**src/rtl/rvvi_reply_monitor.sv**
```systemverilog
// rvvi_reply_monitor: parses 7-beat RVVI reply frames from the MAC RX stream,
// publishes the host's acknowledged minstret/load and drives the inflight stall.
module rvvi_reply_monitor #(
    parameter logic [15:0] ETHER_TYPE      = 16'h88B5,
    parameter logic [31:0] MAX_INFLIGHT    = 32'd64,
    parameter logic [31:0] RESUME_INFLIGHT = 32'd32
) (
    input  logic        clk,
    input  logic        reset_n,
    input  logic [31:0] RvviAxiRdata,
    input  logic [3:0]  RvviAxiRstrb,
    input  logic        RvviAxiRvalid,
    input  logic        RvviAxiRlast,
    input  logic [63:0] LocalMinstret,
    output logic [63:0] AckMinstret,
    output logic [31:0] HostLoad,
    output logic        AckValid,
    output logic [7:0]  BadFrameCount,
    output logic        ExternalStall
);
    typedef enum logic [1:0] {IDLE, RECV, DROP} state_t;

    state_t      state_q;
    logic [2:0]  beat_q;
    logic        type_ok_q;
    logic [63:0] mst_q;
    logic [15:0] load_q;
    logic [63:0] ack_q;
    logic [31:0] host_q;
    logic        ack_valid_q;
    logic [7:0]  bad_q;
    logic        stall_q;

    logic        final_beat_d;
    logic        accept_d;
    logic        bad_d;
    logic [63:0] inflight_d;
    logic        stall_d;

    // Beat w6 decides the frame: anything but a clean, in-order accept is bad.
    assign final_beat_d = state_q == RECV && beat_q == 3'd6;
    assign accept_d     = RvviAxiRvalid && final_beat_d && RvviAxiRlast && RvviAxiRstrb == 4'hF
                          && type_ok_q && mst_q >= ack_q;
    assign bad_d        = RvviAxiRvalid && ((state_q == IDLE && RvviAxiRlast)
                          || (state_q == RECV && (final_beat_d ? !accept_d : RvviAxiRlast)));
    assign inflight_d   = LocalMinstret - ack_q;
    assign stall_d      = inflight_d >= {32'd0, MAX_INFLIGHT} ? 1'b1 :
                          inflight_d <= {32'd0, RESUME_INFLIGHT} ? 1'b0 : stall_q;

    always_ff @(posedge clk or negedge reset_n) begin
        if (!reset_n) begin
            state_q     <= IDLE;
            beat_q      <= '0;
            type_ok_q   <= 1'b0;
            mst_q       <= '0;
            load_q      <= '0;
            ack_q       <= '0;
            host_q      <= '0;
            ack_valid_q <= 1'b0;
            bad_q       <= '0;
            stall_q     <= 1'b0;
        end else begin
            ack_valid_q <= accept_d;
            stall_q     <= stall_d;
            if (bad_d && bad_q != 8'hFF) bad_q <= bad_q + 8'd1;
            if (accept_d) begin
                ack_q  <= mst_q;
                host_q <= {RvviAxiRdata[15:0], load_q};
            end
            if (RvviAxiRvalid) begin
                case (state_q)
                    IDLE: if (!RvviAxiRlast) begin
                        state_q <= RECV;
                        beat_q  <= 3'd1;
                    end
                    RECV: begin
                        beat_q <= beat_q + 3'd1;
                        if (beat_q == 3'd3) begin
                            type_ok_q   <= RvviAxiRdata[15:0] == ETHER_TYPE;
                            mst_q[15:0] <= RvviAxiRdata[31:16];
                        end
                        if (beat_q == 3'd4) mst_q[47:16] <= RvviAxiRdata;
                        if (beat_q == 3'd5) begin
                            mst_q[63:48] <= RvviAxiRdata[15:0];
                            load_q       <= RvviAxiRdata[31:16];
                        end
                        if (RvviAxiRlast || final_beat_d) begin
                            beat_q  <= '0;
                            state_q <= RvviAxiRlast ? IDLE : DROP;
                        end
                    end
                    default: if (RvviAxiRlast) state_q <= IDLE;
                endcase
            end
        end
    end

    assign AckMinstret   = ack_q;
    assign HostLoad      = host_q;
    assign AckValid      = ack_valid_q;
    assign BadFrameCount = bad_q;
    assign ExternalStall = stall_q;
endmodule

```
**config.mk**
```make
export PLATFORM = sky130hd
export DESIGN_NAME = rvvi_reply_monitor
export DESIGN_NICKNAME = d
export VERILOG_FILES = /design/src/rtl/rvvi_reply_monitor.sv
export SDC_FILE = /design/constraint.sdc
export NUM_CORES = 1
export LEC_CHECK = 0
export ABC_AREA = 1
export ABC_CLOCK_PERIOD_IN_PS = 2700
export BUFFER_PORTS_ARGS = -buffer_cell sky130_fd_sc_hd__buf_2
export CAP_MARGIN = 0
export CORE_MARGIN = 2
export CORE_UTILIZATION = 44
export DETAILED_ROUTE_END_ITERATION = 10
export PLACE_DENSITY = 0.67
export SLEW_MARGIN = 20
export SYNTH_ARGS = -nofsm -noshare
export SYNTH_HDL_FRONTEND = slang
export SYNTH_SLANG_ARGS = --single-unit
```
**constraint.sdc**
```tcl
create_clock -name clk -period 2.7 [get_ports clk]
set_input_delay 0.54 -clock clk [delete_from_list [all_inputs] [get_ports clk]]
set_output_delay 0.54 -clock clk [all_outputs]
set_load 0.05 [all_outputs]
```
* Word-level counts from Yosys, hierarchy flattened *
Cells that the tools add are included.

word-level totals
  flip-flop bits (word level) = 192
  bits of input ports = 104
  output and inout bits = 106
  word-level logic and storage cells = 61

cells by class
  $add $sub $neg = 3
  order comparisons = 3
  equality and inequality tests = 10
  muxes and demuxes = 11
  reductions and logical operators = 22

operator list
  operator                                                                               count
  64-bit greater-or-equal comparator                                                     1
  64-bit by 7-bit greater-or-equal comparator with 1-bit output (second input constant)  1
  64-bit by 6-bit less-or-equal comparator with 1-bit output (second input constant)     1
  64-bit subtractor                                                                      1
  16-bit == test (second input constant)                                                 1
  3-bit AND reduction                                                                    4
  1-bit logical AND                                                                      10
  3-bit == test (second input constant)                                                  3
  8-bit by 1-bit adder with 8-bit output (second input constant)                         1
  2-bit 2-to-1 mux                                                                       4
  8-bit != test (second input constant)                                                  1
  3-bit 2-to-1 mux                                                                       2
  3-bit one-hot mux with 2 select lines                                                  1
  4-bit == test (second input constant)                                                  1
  2-bit one-hot mux with 2 select lines                                                  1
  4-bit AND reduction                                                                    1
  2-bit nonzero test                                                                     2
  3-bit by 1-bit adder with 3-bit output (second input constant)                         1
  3-bit by 2-bit == test with 1-bit output (second input constant)                       1
  1-bit 2-to-1 mux                                                                       3
  3-bit nonzero test                                                                     1
  2-bit by 1-bit == test with 1-bit output (second input constant)                       1
  2-bit zero test                                                                        1
  1-bit logical OR                                                                       2
  3 further kinds                                                                        3

* Logic depth before layout (Yosys ltp) *
  depth in word-level cells = 13
  gate-level depth with buffers = 23
  mapped depth without buffers = 23

* Least setup slack after synthesis *
No wires, ideal clock.

  kind = flip-flop to flip-flop
  start point = register ack_q[0] (netlist: AckMinstret[0])
  end point = register stall_q (netlist: ExternalStall)
  library setup time = 0.117 ns
  arrival time = 2.549 ns
  data required time = 2.583 ns
  slack = 0.034 ns
  cell stages (with the launch flop) = 19
  path buffers = 0
  clock period less this slack = 2.666 ns
  path through = dfrtp_1 ha_1 fa_1 nor2_1 nor2_1 o21ai_2 nand2_1 nand2_1 nand2_1 nand2_1 nand2_1 nand3_1 nand3_1 nor2_1 nand2_1 nor2_2 nand2_1 nor2_1 nand2_1

on the way
  word-level cells in the longest chain between the ends = 3
  elaborated cells on any way between the ends = 5
  classes of those cells = add/sub (1); order compare (2); mux (1); reduce/logical (1)

ends and longest elaborated chain
  what                                                                                                                                                RTL line  text
  from (decl)                                                                                                                                         28        logic [63:0] ack_q;
  from (signal assigned)                                                                                                                              67        ack_q <= mst_q;
  64-bit subtractor (*)                                                                                                                               46        assign inflight_d = LocalMinstret - ack_q;
  64-bit by 7-bit greater-or-equal comparator with 1-bit output / 64-bit by 6-bit less-or-equal comparator with 1-bit output (equally long branches)  47, 48
  1-bit 2-to-1 mux / 2-bit nonzero test (equally long branches)                                                                                       n/a
  to (signal assigned)                                                                                                                                64        stall_q <= stall_d;
  to (decl)                                                                                                                                           32        logic stall_q;

Mark *: on every way between the ends. The rest lies on a longest branch, timed or not.
A chain may end at the register's enable or synchronous reset.

* Final worst setup path *
  start point = register ack_q[2] (netlist: AckMinstret[2])
  end point = register stall_q (netlist: ExternalStall)

Same word-level chain as after synthesis.

==> summary.md <==
The sequential cell fraction of total power was 0.411; the mean number of vias per cell was 5.12. The tools report the reg-to-reg critical path endpoint as ExternalStall$_DFFE_PN0P_. The detail-routed net length per standard cell was 17.2 µm. The netlist uses 46 different library cells. The top-level I/O count was 210; the global-route congestion overflow total was 0.

The logs give 0 for the cts-stage hold buffer count and 0.327 for the max-slew headroom at the worst pin. The required time reported for the critical path endpoint was 3.05 ns; the number of enable-type register cells in the synthesized netlist was 0. Maximum clock rate: 371 MHz.

The number of buffers added on ports is 209, and the final setup skew is 0.0128 ns. In this run the number of H-tree levels came out at 4. The number of hold-slack violations in the final timing report is 0, and the gate count of the mapped netlist is 2278. After detailed routing, the number of remaining DRC violations is 0. The post-synthesis sequential area ratio was 0.319; the switching power summed over all nets was 2.95 mW. Max-slew violation total from the final report: 0. For the fraction of power consumed by combinational cells, the log shows 0.281. The tools report the via count of the first global-routing pass as 15407. By startpoint and endpoint, the worst setup path is classified as register to register. The layout cell share with drive strength beyond 1 is 0.274, and the number of antenna cells inserted is 0. The signal on the critical path passes through inv_1, ha_1, nand2_1, nand2_1, nand2_2, nand2_1, nand2_1, nand3_4, nand3_1, nand2_2, xnor2_2, buf_4, nand3_1, inv_1, nand3b_1, nor2_1, nand3_1, nor2_1, nand2_1.

The cell family contributing the most delay on the critical path is simple AND/OR/NAND/NOR gates. The routed layout has 16272 vias. For this design the ratio of total power to cell area is 425 mW/mm². The die is 189 µm wide. For the remaining number of nets flagged by the antenna check after routing, the log shows 0.

The clock transition at the register clock pins on the worst setup and hold paths after CTS is 0.08 ns, and the maximum vdd drop is 0.497 mV. The first TritonRoute pass finished after 5 iterations. For the worst-case clock buffer depth, the log shows 2.

Setup repair after global routing could not meet its margin everywhere. The final setup slack of the worst path was 0.00223 ns; the transition time at the pin with the least slew margin was 1.00 ns. In this run the register-to-register setup slack is 0.002 ns. TritonCTS created 17 clock buffers. For the final routed database, the setup TNS stands at 0 ns.

The die is 189 µm tall. Start of the worst register-to-register path: AckMinstret[2]$_DFFE_PN0P_. STA classifies the critical path startpoint as a register. Total power for the finished layout comes to 8.54 mW. Async set-or-reset flop fraction in the synthesized netlist: 1.00. The core region is 0.0336 mm². For this design the static power due to leakage is 10.9 nW. In this design, the critical path's most frequently occurring cell is nand2_1. Maximum fanout along the worst path: 4.

First-pass GRT wire length: 82.2 mm. The run gives 0.308 as the clock network fraction of total power. The area growth from synthesis to final layout was 33.3%; the cell area after synthesis was 0.0151 mm².

The worst-case reg-to-reg path depth was 19; the synthesized netlist net count was 2516. In the synthesized netlist the dominant register cell turns out to be dfrtp_1. On the final layout, the worst hold slack is 0.0844 ns. The tightest min-delay check is of the input pin to asynchronous set/reset pin type. The logs give 0.298 for the overall track demand over capacity in global routing and 2956 for the final-stage net count. The initial cell density of the core is 0.449, and the violation count after the first detailed-route iteration is 1159. The largest single stage delay on the critical path is 0.37 ns. The number of antenna violations at the first check in global routing came out at 0. The detailed placement HPWL is 44.5 mm.

The die covers 0.0358 mm². The post-placement worst setup slack was -0.454 ns. Entering global routing, the biggest net connects 69 pins. The tools report the share of the core filled with cells in the final layout as 0.598.

Internal power comes to 5.59 mW. Max-cap violations in this run came to 0. The tools report the clock sink total as 192. Routability-driven placement finished with a final weighted congestion of 0.965. The critical path contains buffers and inverters numbering 3 combined. A synthesized cell averages 6.62 µm². At the later pin of the worst-skew pair, clock insertion delay measures 0.45 ns. STA classifies the critical path endpoint as a register. The tree is rooted in a clkbuf_16. The post-route fraction of the period consumed by the critical path was 0.999; the number of inserted filler cells in the final layout was 3200.

Row generation in the floorplan step produced 67 rows. The flow ran to the end, and the final reports show no timing, DRC or antenna violations. TritonCTS built the clock tree.

For this block, the routed nets add up to 54.8 mm of wire. Setup violations remaining at the end of the flow were counted as 0. On the critical path, the stage with the largest delay is an instance of dfrtp_1.

The number of register bits inferred by synthesis works out to 192. The shortest period the worst path allows was 2.70 ns. The yosys synthesis warning count was 0. At the worst endpoint, the arrival time is 3.05 ns.

The fraction of power spent switching nets is 0.345.
[power by group through the flow]
stage,clock network (mW),registers [mW],logic (mW)
4_1_cts,2.66,3.50,2.23
6_report,2.63,3.51,2.40
2_1_floorplan,0,3.57,1.28
5_1_grt,2.78,3.56,2.67
3_5_place_dp,0,3.56,2.20
3_3_place_gp,0,3.54,2.13
[kinds of logic (layout without fill, tap and decap cells)]
group / Yosys count / in the layout / share of synthesized area
flops: 192 / 192 / 0.319
buf+inv: 471 / 924 / 0.119
compound gates: 327 / 327 / 0.115
xor+xnor: 21 / 21 / 0.0122
fa+ha+maj: 134 / 134 / 0.112
mux: 15 / 15 / 0.0112
simple gates: 1118 / 1118 / 0.312
[per-stage QoR]
stage	std cells	instance area (µm²)
finish	3179	20100
global placement	3136	18400
detailed placement	3136	18400
floorplan	2278	15100
CTS	3168	19100
global route	3179	20100
[how the worst max path moves through the flow]
stage / slack [ns] / startpoint / end / depth (start not counted)
3_3_place_gp: -0.44 / LocalMinstret[0] / ExternalStall$_DFFE_PN0P_ / 20
2_1_floorplan: 0.03 / AckMinstret[0]$_DFFE_PN0P_ / ExternalStall$_DFFE_PN0P_ / 18
4_1_cts: -0.03 / AckMinstret[2]$_DFFE_PN0P_ / ExternalStall$_DFFE_PN0P_ / 19
3_5_place_dp: -0.45 / LocalMinstret[0] / ExternalStall$_DFFE_PN0P_ / 20
5_1_grt: -0.25 / AckMinstret[2]$_DFFE_PN0P_ / ExternalStall$_DFFE_PN0P_ / 21
6_report: 0.002 / AckMinstret[2]$_DFFE_PN0P_ / ExternalStall$_DFFE_PN0P_ / 19
[cell usage after synthesis (all sizes together), types with 12 or more instances]
cell type	count	area, µm²
a21oi	103	531
buf	15	75.1
clkbuf	18	68.8
dfrtp	192	4800
ha	133	1660
inv	436	1640
mux2	15	169
nand2	758	2900
nand3	104	571
nand3b	16	120
nand4	30	188
nor2	181	754
nor3	18	110
o21ai	196	985
xor2	12	105
[routing by layer]
metal,GRT usage,wire length [µm]
met2,0.503,26100
met5,0,0
met3,0.0389,3170
met4,0.0793,1280
met1,0.404,24300
[layout make-up]
type	instances	area (µm²)	area share
Inverter	438	1650	0.0822
Tap cell	448	561	0.0279
Multi-Input combinational cell	1615	9360	0.466
Timing Repair Buffer	454	3110	0.155
Clock buffer	18	439	0.0219
Clock inverter	14	169	0.00840
Sequential cell	192	4810	0.239
[cell usage in the layout (no fill, tap or decap), types with 62 or more instances in the layout]
cell	n
nand2_1	700
inv_1	412
buf_4	228
buf_2	208
dfrtp_1	191
o21ai_0	130
nor2_1	120
ha_1	96
a21oi_1	83
nand3_1	81
o21ai_1	62
[what timing repair did]
| item | in CTS | in global routing |
|---|---|---|
| endpoints found under the setup margin | 29 | 76 |
| pin swaps | 0 | 31 |
| resized for setup | 17 | 237 |
| setup buffers | 0 | 8 |
| gates cloned | 0 | 5 |
[state kept, by name, summed over array words and instances (netlist names)]
| name | flops |
|---|---|
| HostLoad | 32 |
| type_ok_q | 1 |
| AckMinstret | 64 |
| AckValid | 1 |
| state_q | 2 |
| beat_q | 3 |
| BadFrameCount | 8 |
| load_q | 16 |
| ExternalStall | 1 |
| mst_q | 64 |
[worst register-to-register path: cells and delay by family (launching register included)]
family	cells	cell delay (ns)
xor+xnor	1	0.17
flops	1	0.37
fa+ha+maj	1	0.30
buf+inv	3	0.34
simple gates	14	1.42
Note: power is estimated with default switching activity, not from simulation.
